`src/rtl/tankwar_pkg.sv`:
```
// Shared tank-war definitions: direction encoding, playfield size, shell FSM states
// and the spawn-point helper used when a shell is fired.
package tankwar_pkg;

  localparam logic [2:0] DIR_UP    = 3'd0;
  localparam logic [2:0] DIR_DOWN  = 3'd1;
  localparam logic [2:0] DIR_LEFT  = 3'd2;
  localparam logic [2:0] DIR_RIGHT = 3'd3;

  localparam int unsigned FIELD_W = 640;
  localparam int unsigned FIELD_H = 480;

  typedef enum logic [1:0] {
    ST_IDLE    = 2'd0,
    ST_FLY     = 2'd1,
    ST_EXPLODE = 2'd2
  } shell_state_e;

  function automatic logic dir_valid(input logic [2:0] dir);
    return (dir[2] == 1'b0);
  endfunction

  // Spawn coordinate: tank corner plus centring offset, clipped to the last legal pixel.
  function automatic logic [9:0] spawn_coord(input logic [9:0]  tank,
                                             input logic [10:0] offset,
                                             input logic [10:0] max_pos);
    logic [10:0] sum;
    sum = {1'b0, tank} + offset;
    return (sum > max_pos) ? max_pos[9:0] : sum[9:0];
  endfunction

endpackage

```
`src/rtl/rise_pulse.sv`:
```
// Registered rising-edge detector for the fire button. It stays disarmed after
// reset until a low sample is seen, so a button held through reset never fires.
module rise_pulse (
  input  logic clk_i,
  input  logic rst_ni,
  input  logic d_i,
  output logic pulse_o
);

  logic prev_q;
  logic armed_q;

  always_ff @(posedge clk_i or negedge rst_ni) begin
    if (!rst_ni) begin
      prev_q  <= 1'b0;
      armed_q <= 1'b0;
    end else begin
      prev_q <= d_i;
      if (!d_i) begin
        armed_q <= 1'b1;
      end
    end
  end

  assign pulse_o = d_i & ~prev_q & armed_q;

endmodule

```
`src/rtl/shell_ctrl.sv`:
```
// Tank shell controller: launches a shell on a fire-button press, moves it once per
// frame, detects field-edge impact, times the explosion and enforces a reload cooldown.
module shell_ctrl
  import tankwar_pkg::*;
#(
  parameter int unsigned SPEED           = 4,
  parameter int unsigned BULLET_SIZE     = 4,
  parameter int unsigned TANK_SIZE       = 32,
  parameter int unsigned EXPLODE_FRAMES  = 8,
  parameter int unsigned COOLDOWN_FRAMES = 16
) (
  input  logic       clk,
  input  logic       RSTN,
  input  logic       frame_tick,
  input  logic       shoot,
  input  logic [9:0] tank_x,
  input  logic [9:0] tank_y,
  input  logic [2:0] tank_dir,
  output logic [9:0] bullet_x,
  output logic [9:0] bullet_y,
  output logic       bullet_active,
  output logic       explode,
  output logic       hit_wall
);

  localparam logic [10:0] X_MAX  = 11'(FIELD_W - BULLET_SIZE);
  localparam logic [10:0] Y_MAX  = 11'(FIELD_H - BULLET_SIZE);
  localparam logic [10:0] OFFSET = 11'(TANK_SIZE / 2 - BULLET_SIZE / 2);
  localparam logic [10:0] STEP   = 11'(SPEED);

  shell_state_e state_q, state_d;
  logic [9:0]   x_q, x_d;
  logic [9:0]   y_q, y_d;
  logic [2:0]   dir_q, dir_d;
  logic [15:0]  cool_q, cool_d;
  logic [15:0]  boom_q, boom_d;
  logic         active_q, active_d;
  logic         explode_q, explode_d;
  logic         hit_q, hit_d;
  logic         launch;
  logic [10:0]  x_ext, y_ext;

  rise_pulse u_shoot_edge (
    .clk_i   (clk),
    .rst_ni  (RSTN),
    .d_i     (shoot),
    .pulse_o (launch)
  );

  assign x_ext = {1'b0, x_q};
  assign y_ext = {1'b0, y_q};

  always_comb begin
    state_d = state_q;
    x_d     = x_q;
    y_d     = y_q;
    dir_d   = dir_q;
    cool_d  = cool_q;
    boom_d  = boom_q;
    hit_d   = 1'b0;

    if (frame_tick && (cool_q != '0)) begin
      cool_d = cool_q - 16'd1;
    end

    case (state_q)
      ST_IDLE: begin
        // A launch reloads the cooldown, overriding any decrement from a coincident tick.
        if (launch && (cool_q == '0) && dir_valid(tank_dir)) begin
          state_d = ST_FLY;
          dir_d   = tank_dir;
          x_d     = spawn_coord(tank_x, OFFSET, X_MAX);
          y_d     = spawn_coord(tank_y, OFFSET, Y_MAX);
          cool_d  = 16'(COOLDOWN_FRAMES);
        end
      end

      ST_FLY: begin
        if (frame_tick) begin
          case (dir_q)
            DIR_UP: begin
              if (y_ext < STEP) begin
                y_d   = '0;
                hit_d = 1'b1;
              end else begin
                y_d = 10'(y_ext - STEP);
              end
            end
            DIR_DOWN: begin
              if (y_ext + STEP > Y_MAX) begin
                y_d   = Y_MAX[9:0];
                hit_d = 1'b1;
              end else begin
                y_d = 10'(y_ext + STEP);
              end
            end
            DIR_LEFT: begin
              if (x_ext < STEP) begin
                x_d   = '0;
                hit_d = 1'b1;
              end else begin
                x_d = 10'(x_ext - STEP);
              end
            end
            default: begin
              if (x_ext + STEP > X_MAX) begin
                x_d   = X_MAX[9:0];
                hit_d = 1'b1;
              end else begin
                x_d = 10'(x_ext + STEP);
              end
            end
          endcase
          if (hit_d) begin
            state_d = ST_EXPLODE;
            boom_d  = 16'(EXPLODE_FRAMES);
          end
        end
      end

      ST_EXPLODE: begin
        if (frame_tick) begin
          if (boom_q <= 16'd1) begin
            boom_d  = '0;
            state_d = ST_IDLE;
          end else begin
            boom_d = boom_q - 16'd1;
          end
        end
      end

      default: begin
        state_d = ST_IDLE;
      end
    endcase

    active_d  = (state_d == ST_FLY);
    explode_d = (state_d == ST_EXPLODE);
  end

  always_ff @(posedge clk or negedge RSTN) begin
    if (!RSTN) begin
      state_q   <= ST_IDLE;
      x_q       <= '0;
      y_q       <= '0;
      dir_q     <= '0;
      cool_q    <= '0;
      boom_q    <= '0;
      active_q  <= 1'b0;
      explode_q <= 1'b0;
      hit_q     <= 1'b0;
    end else begin
      state_q   <= state_d;
      x_q       <= x_d;
      y_q       <= y_d;
      dir_q     <= dir_d;
      cool_q    <= cool_d;
      boom_q    <= boom_d;
      active_q  <= active_d;
      explode_q <= explode_d;
      hit_q     <= hit_d;
    end
  end

  assign bullet_x      = x_q;
  assign bullet_y      = y_q;
  assign bullet_active = active_q;
  assign explode       = explode_q;
  assign hit_wall      = hit_q;

endmodule
```
`config.mk`:
```
export PLATFORM = sky130hd
export DESIGN_NAME = shell_ctrl
export DESIGN_NICKNAME = d
export VERILOG_FILES = /design/src/rtl/tankwar_pkg.sv /design/src/rtl/rise_pulse.sv /design/src/rtl/shell_ctrl.sv
export SDC_FILE = /design/constraint.sdc
export NUM_CORES = 1
export LEC_CHECK = 0
export CAP_MARGIN = 40
export CORE_MARGIN = 1.5
export CORE_UTILIZATION = 34
export CTS_CLUSTER_DIAMETER = 120
export DETAILED_ROUTE_END_ITERATION = 10
export PLACE_DENSITY = 0.62
export SETUP_SLACK_MARGIN = 0.2
export SYNTH_ARGS = -nofsm -noshare
export SYNTH_HDL_FRONTEND = slang
export SYNTH_HIERARCHICAL = 1
export SYNTH_SLANG_ARGS = --single-unit
```
`constraint.sdc`:
```
create_clock -name clk -period 2.8 [get_ports clk]
set_clock_uncertainty 0.05 [all_clocks]
set_input_delay 0.56 -clock clk [delete_from_list [all_inputs] [get_ports clk]]
set_output_delay 0.56 -clock clk [all_outputs]
set_load 0.1 [all_outputs]
```
# Word-level counts from Yosys, hierarchy flattened
# Cells that the tools add are included.
dict set report word_totals {
  in_bits 27
  word_cells 93
  register_bits 62
  output_inout_bits 23
}
dict set report op_classes {
  n_eq_ne 12
  reduce_logical 14
  n_lt_le_gt_ge 7
  n_addsub 8
  n_mux 37
  bitwise 4
}
# op count
set op_table {}
lappend op_table {{$mux W16} 7}
lappend op_table {{$mux W10} 10}
lappend op_table {{$pmux W10 S2} 4}
lappend op_table {{$pmux W16 S2} 1}
lappend op_table {{$sub A16 B1 Y16 const B} 2}
lappend op_table {{$add A10 B3 Y11 const B} 2}
lappend op_table {{$add A10 B4 Y11 const B} 2}
lappend op_table {{$gt A11 B10 Y1 const B} 2}
lappend op_table {{$gt A11 B9 Y1 const B} 2}
lappend op_table {{$lt A10 B3 Y1 const B} 2}
lappend op_table {{$sub A10 B3 Y10 const B} 2}
lappend op_table {{$le A16 B1 Y1 const B} 1}
lappend op_table {{$logic_not A16 Y1} 1}
lappend op_table {{$reduce_bool A16 Y1} 1}
lappend op_table {{$reduce_and A4 Y1} 3}
lappend op_table {{$mux W2} 5}
lappend op_table {{$ne A2 B2 Y1 const B} 5}
lappend op_table {{$mux W1} 8}
lappend op_table {{$pmux W2 S3} 1}
lappend op_table {{$eq A2 B1 Y1 const B} 2}
lappend op_table {{$eq A2 B2 Y1 const B} 2}
lappend op_table {{$reduce_bool A2 Y1} 2}
lappend op_table {{$eq A3 B1 Y1 const B} 1}
lappend op_table {{$eq A3 B2 Y1 const B} 1}
lappend op_table {{other kinds (9)} 13}

# Longest topological paths before layout
dict set report depth {
  word_depth 10
  ltp_mapped 10
  mapped_depth_nobuf 8
}

# Modules after synthesis
# The synthesis kept the hierarchy.
# mod n_inst cells_each seq_area_each_um2 area_per_inst_um2
set modules_own_cells {}
lappend modules_own_cells {shell_ctrl 1 537 1501.4 4555.6}
lappend modules_own_cells {rise_pulse 1 4 50.0 65.1}

# Worst setup path before layout
# No wires, ideal clock.
dict set report synth_path {
  kind {reg2reg}
  startpoint {register y_q[3], in the netlist bullet_y[3]}
  endpoint {register boom_q[6]}
  stages_incl_launch_ff 10
  setup_slack_ns -0.217
  n_path_buf 2
  setup_time_ns 0.121
  synth_period_minus_slack_ns 3.017
  arrival_time_ns 2.847
  required_time_ns 2.629
  cell_sequence {dfrtp_1 -> ha_1 -> buf_4 -> xnor2_1 -> a2111oi_1 -> o221ai_2 -> o21a_4 -> o21a_1 -> buf_6 -> a22o_1}
}
dict set report synth_via {
  elab_chain_cells 8
  elab_cells_between_ends 10
  cone_classes {add/sub: 1; order compare: 2; eq/ne: 1; mux: 5; reduce/logical: 1}
}
# item line_no
set synth_lines {}
lappend synth_lines {{start, declared} shell_ctrl.sv:33} ;# logic [9:0] y_q, y_d;
lappend synth_lines {{start signal, assigned} shell_ctrl.sv:155} ;# y_q <= y_d;
lappend synth_lines {{$add A10 B3 Y11} --}
lappend synth_lines {{$gt A11 B9 Y1} shell_ctrl.sv:90} ;# if (y_ext + STEP > Y_MAX) begin
lappend synth_lines {{$mux W1} shell_ctrl.sv:90}
lappend synth_lines {{$pmux W1 S3 *} shell_ctrl.sv:80} ;# case (dir_q)
lappend synth_lines {{$mux W1 *} shell_ctrl.sv:79} ;# if (frame_tick) begin
lappend synth_lines {{$mux W1 *} shell_ctrl.sv:66} ;# case (state_q)
lappend synth_lines {{$ne A2 B2 Y1 (no source line) *} --}
lappend synth_lines {{$reduce_and A4 Y1 (no source line) *} --}
lappend synth_lines {{end signal, assigned} shell_ctrl.sv:158} ;# boom_q <= boom_d;
lappend synth_lines {{end, declared} shell_ctrl.sv:36} ;# logic [15:0] boom_q, boom_d;
# Every way passes the cells marked *; elsewhere a longest branch is shown, timed or not. The select of a mux whose other input is x is not followed.
# A chain may end at the register's enable or synchronous reset.

# Worst setup path after layout
dict set report layout_path {
  startpoint {input port shoot}
  endpoint {register x_q[3], in the netlist bullet_x[3]}
}
dict set report layout_via {
  elab_chain_cells 6
}
# item line_no
set layout_lines {}
lappend layout_lines {{start, declared} shell_ctrl.sv:15} ;# input logic shoot,
lappend layout_lines {{$and A1 B1 Y1 (2 in a row)} rise_pulse.sv:25} ;# assign pulse_o = d_i & ~prev_q & armed_q;
lappend layout_lines {{net launch} shell_ctrl.sv:40} ;# logic launch;
lappend layout_lines {{$logic_and A1 B1 Y1 (2 in a row)} shell_ctrl.sv:69} ;# if (launch && (cool_q == '0) && dir_valid(tank_dir)) begin
lappend layout_lines {{$ne A2 B2 Y1 (no source line)} --}
lappend layout_lines {{$reduce_and A4 Y1 (no source line)} --}
lappend layout_lines {{end signal, assigned} shell_ctrl.sv:144} ;# x_q <= '0;
lappend layout_lines {{end signal, assigned} shell_ctrl.sv:154} ;# x_q <= x_d;
lappend layout_lines {{end, declared} shell_ctrl.sv:32} ;# logic [9:0] x_q, x_d;
# The timed path passes the listed nets, and every way through them passes these cells.

==> summary.txt <==
Status
  – Status: finished clean

STA
  – Worst hold margin: 0.182 ns
  – Worst-Margin Slew: 0.772 ns
  – Worst Setup Slack, final: 0.319 ns
  – Worst slew margin: 0.486
  – Fin crit share: 0.886
  – Setup violators final: 0
  – Max-slew violation count: 0
  – RSZ-0062 raised after global routing: true
  – Max Clk Rate: 0.403 GHz
  – Fin Setup TNS: 0 ns
  – Final hold viol count: 0
  – Post-layout min period: 2.48 ns

Worst setup path
  – Path type of the worst setup path: in2reg
  – Reg2reg path depth: 8
  – Startpoint types: input pin
  – Reg2reg setup slack: 0.34 ns
  – Worst path max stage delay: 0.52 ns
  – Critical path origin: shoot
  – Crit path buf inv count: 1
  – Slowest library cell on the worst path: or4b_1
  – Setup crit end: bullet_x[3]$_DFFE_PN0P_
  – CP top delay family: simple AND/OR/NAND/NOR gates
  – RR Endpoint: boom_q[9]$_DFFE_PN0P_
  – CP arrival: 2.62 ns
  – CP Capture Type: flip-flop
  – Instance count on the critical path: 7
  – R2R Path Start: bullet_y[2]$_DFFE_PN0P_
  – Req. time, crit path: 2.93 ns
  – Crit path max fanout: 8
  – Critical-path cell list: clkdlybuf4s50_1 -> and3b_1 -> or4b_1 -> nor2_2 -> nor2_1 -> a2111oi_0 -> a311oi_1

Yosys
  – Register bit total from synthesis: 62
  – EDFF count, synth: 0
  – Count leader, synth: dfrtp_1
  – Yosys cell types: 79
  – Post-Syn Nets: 580
  – Share of flip-flops with an asynchronous set or reset: 1.00
  – Yosys warns: 6
  – Synth Cell Area: 4620 um^2
  – Synth top area share: 0.336
  – Synthesized instance count: 541
  – Top cells by count, synth: dfrtp_1, nor2_1, nand2_1
  – Primary FF master, synth: dfrtp_1
  – Synth area leader: dfrtp_1
  – Register area share after synthesis: 0.336
  – Average size of a mapped cell: 8.54 um^2
  – Synth top area cells: dfrtp_1, nor2_1, xnor2_1

Detailed routing
  – Remaining DRCs: 0
  – DR vias: 4443
  – DR WL/cell: 15.2 um
  – Vias/cell: 5.62
  – First-pass DRT Iterations: 5
  – DRT Wirelength: 12000 um
  – ANT nets after route: 0
  – DRT iter0 DRCs: 336

Clock tree
  – Postcts setup bufs: 0
  – H-tree depth: 3
  – Clock sink count: 62
  – Root Driver: clkbuf_16
  – Worst skew pair latency: 0.33 ns
  – Clk slew on worst S/H paths: 0.05 ns
  – Clk buf depth: 2
  – TritonCTS clock tree: yes
  – Cts bufs inserted: 9

Global route
  – Initial antenna violation count: 0
  – Grt ovf: 0
  – Vias in the first global route: 4238
  – GRT Util Overall: 0.174
  – Largest net degree at the start of global routing: 28
  – First-pass GRT wire length: 20300 um

Final layout
  – Layout Cells excl Fill: 790
  – Layout area overhead: 26.0%
  – Util after Layout: 0.440
  – Diodes inserted: 0
  – Share of layout cells above drive strength 1: 0.202
  – Final nets: 648

Pwr
  – Switching Fraction: 0.483
  – Reg power frac: 0.302
  – Internal Power: 2.79 mW
  – Combinational power share: 0.487
  – Clock power frac: 0.212
  – Leak: 2.23 nW
  – Switching power: 2.61 mW
  – Largest vdd supply drop: 533 uV
  – Pwr Density: 926 nW/um^2

Floorplanning
  – Die H: 120 um
  – Site Rows: 42
  – Die ar.: 14300 um^2
  – # IOs: 50
  – Core ar.: 13200 um^2
  – Die extent in x: 120 um
  – Initial core utilization: 0.349

Place
  – Detailed placement HPWL: 8870 um
  – Placer Congestion: 0.889
  – PortBufs: 49
  – Worst slack at placement: -0.155 ns
  – Placed cell count: 774

Min path
  – Hold Crit Class: in2async

Job
  – Max-cap violation count: 0
-- power groups by stage --
stage	logic [mW]	clock network [mW]	registers, mW
2_1_floorplan	1.37	0	2.18
3_3_place_gp	2.53	0	1.61
3_5_place_dp	2.56	0	1.63
4_1_cts	2.58	1.16	1.62
5_1_grt	2.83	1.21	1.68
6_report	2.62	1.14	1.63
-- how the worst min path moves through the flow --
| stage | end | slack (ns) | depth (start not counted) |
|---|---|---|---|
| 2_1_floorplan | boom_q[0]$_DFFE_PN0P_ | 0.21 | 0 |
| 3_3_place_gp | u_shoot_edge/armed_q$_DFFE_PN0N_ | 0.39 | 1 |
| 3_5_place_dp | u_shoot_edge/armed_q$_DFFE_PN0N_ | 0.40 | 1 |
| 4_1_cts | explode$_DFF_PN0_ | 0.20 | 1 |
| 5_1_grt | explode$_DFF_PN0_ | 0.23 | 1 |
| 6_report | explode$_DFF_PN0_ | 0.18 | 1 |
-- cell families (layout without fill, tap and decap cells) --
group                      after synthesis  in the layout  synth area share
adders and majority gates               12             12            0.0325
buffers and inverters                   47            120            0.0471
xor gates and xnor gates                33             33            0.0626
DFF                                     62             62             0.336
and+or+nand+nor                        235            235             0.283
AOI/OAI and AO/OA                      148            148             0.230
muxes                                    4              4           0.00921
-- cell type report --
cell class | count | area (um^2)
Tap cell | 176 | 220
Timing Repair Buffer | 83 | 683
Inverter | 21 | 78.8
Clock inverter | 3 | 42.5
Multi-Input combinational cell | 432 | 2970
Sequential cell | 62 | 1570
Clock buffer | 13 | 260
Fill cell | 1321 | 7420
-- placed cells by master (no fill, tap or decap), types with 7 or more instances in the layout --
master / n
ha_1: 11
nor2_1: 56
nor3b_1: 9
o21ai_0: 20
o211ai_1: 7
clkbuf_16: 9
a21o_1: 16
xnor2_1: 20
xor2_1: 13
nand2b_1: 8
nor2b_1: 9
inv_1: 19
nor3_1: 25
a31oi_1: 13
buf_4: 57
dfrtp_1: 50
nand3_1: 14
dfrtp_2: 10
clkdlybuf4s50_1: 25
nand2_1: 42
a21oi_1: 23
nand4_1: 13
-- metal layers --
metal | vias up | global-route usage | routed length [um] | share of wire
met3 | 15 | 0.0337 | 481 | 0.040
li1 | 2155 | - | - | -
met2 | 118 | 0.284 | 5760 | 0.48
met1 | 2155 | 0.233 | 5630 | 0.47
met5 | - | 0 | 0 | 0
met4 | 0 | 0.0536 | 173 | 0.014
-- through the flow --
| step | total power [mW] | area, um^2 |
|---|---|---|
| CTS | 5.35 | 5710 |
| global route | 5.72 | 5820 |
| global placement | 4.14 | 5410 |
| detailed placement | 4.19 | 5410 |
| floorplan | 3.56 | 4650 |
| finish | 5.39 | 5820 |
-- flip-flops by register name, indices dropped and copies added, names as in the netlist --
signal                cells
dir_q                     3
hit_wall                  1
boom_q                   16
cool_q                   16
bullet_y                 10
u_shoot_edge/prev_q       1
explode                   1
bullet_active             1
u_shoot_edge/armed_q      1
bullet_x                 10
state_q                   2
-- repair_timing --
item,in CTS,in global routing
hold buffers,0,0
endpoints found under the setup margin,0,31
resized for setup,0,20
hold endpoints to repair,0,0
Note: power is estimated with default switching activity, not from simulation.
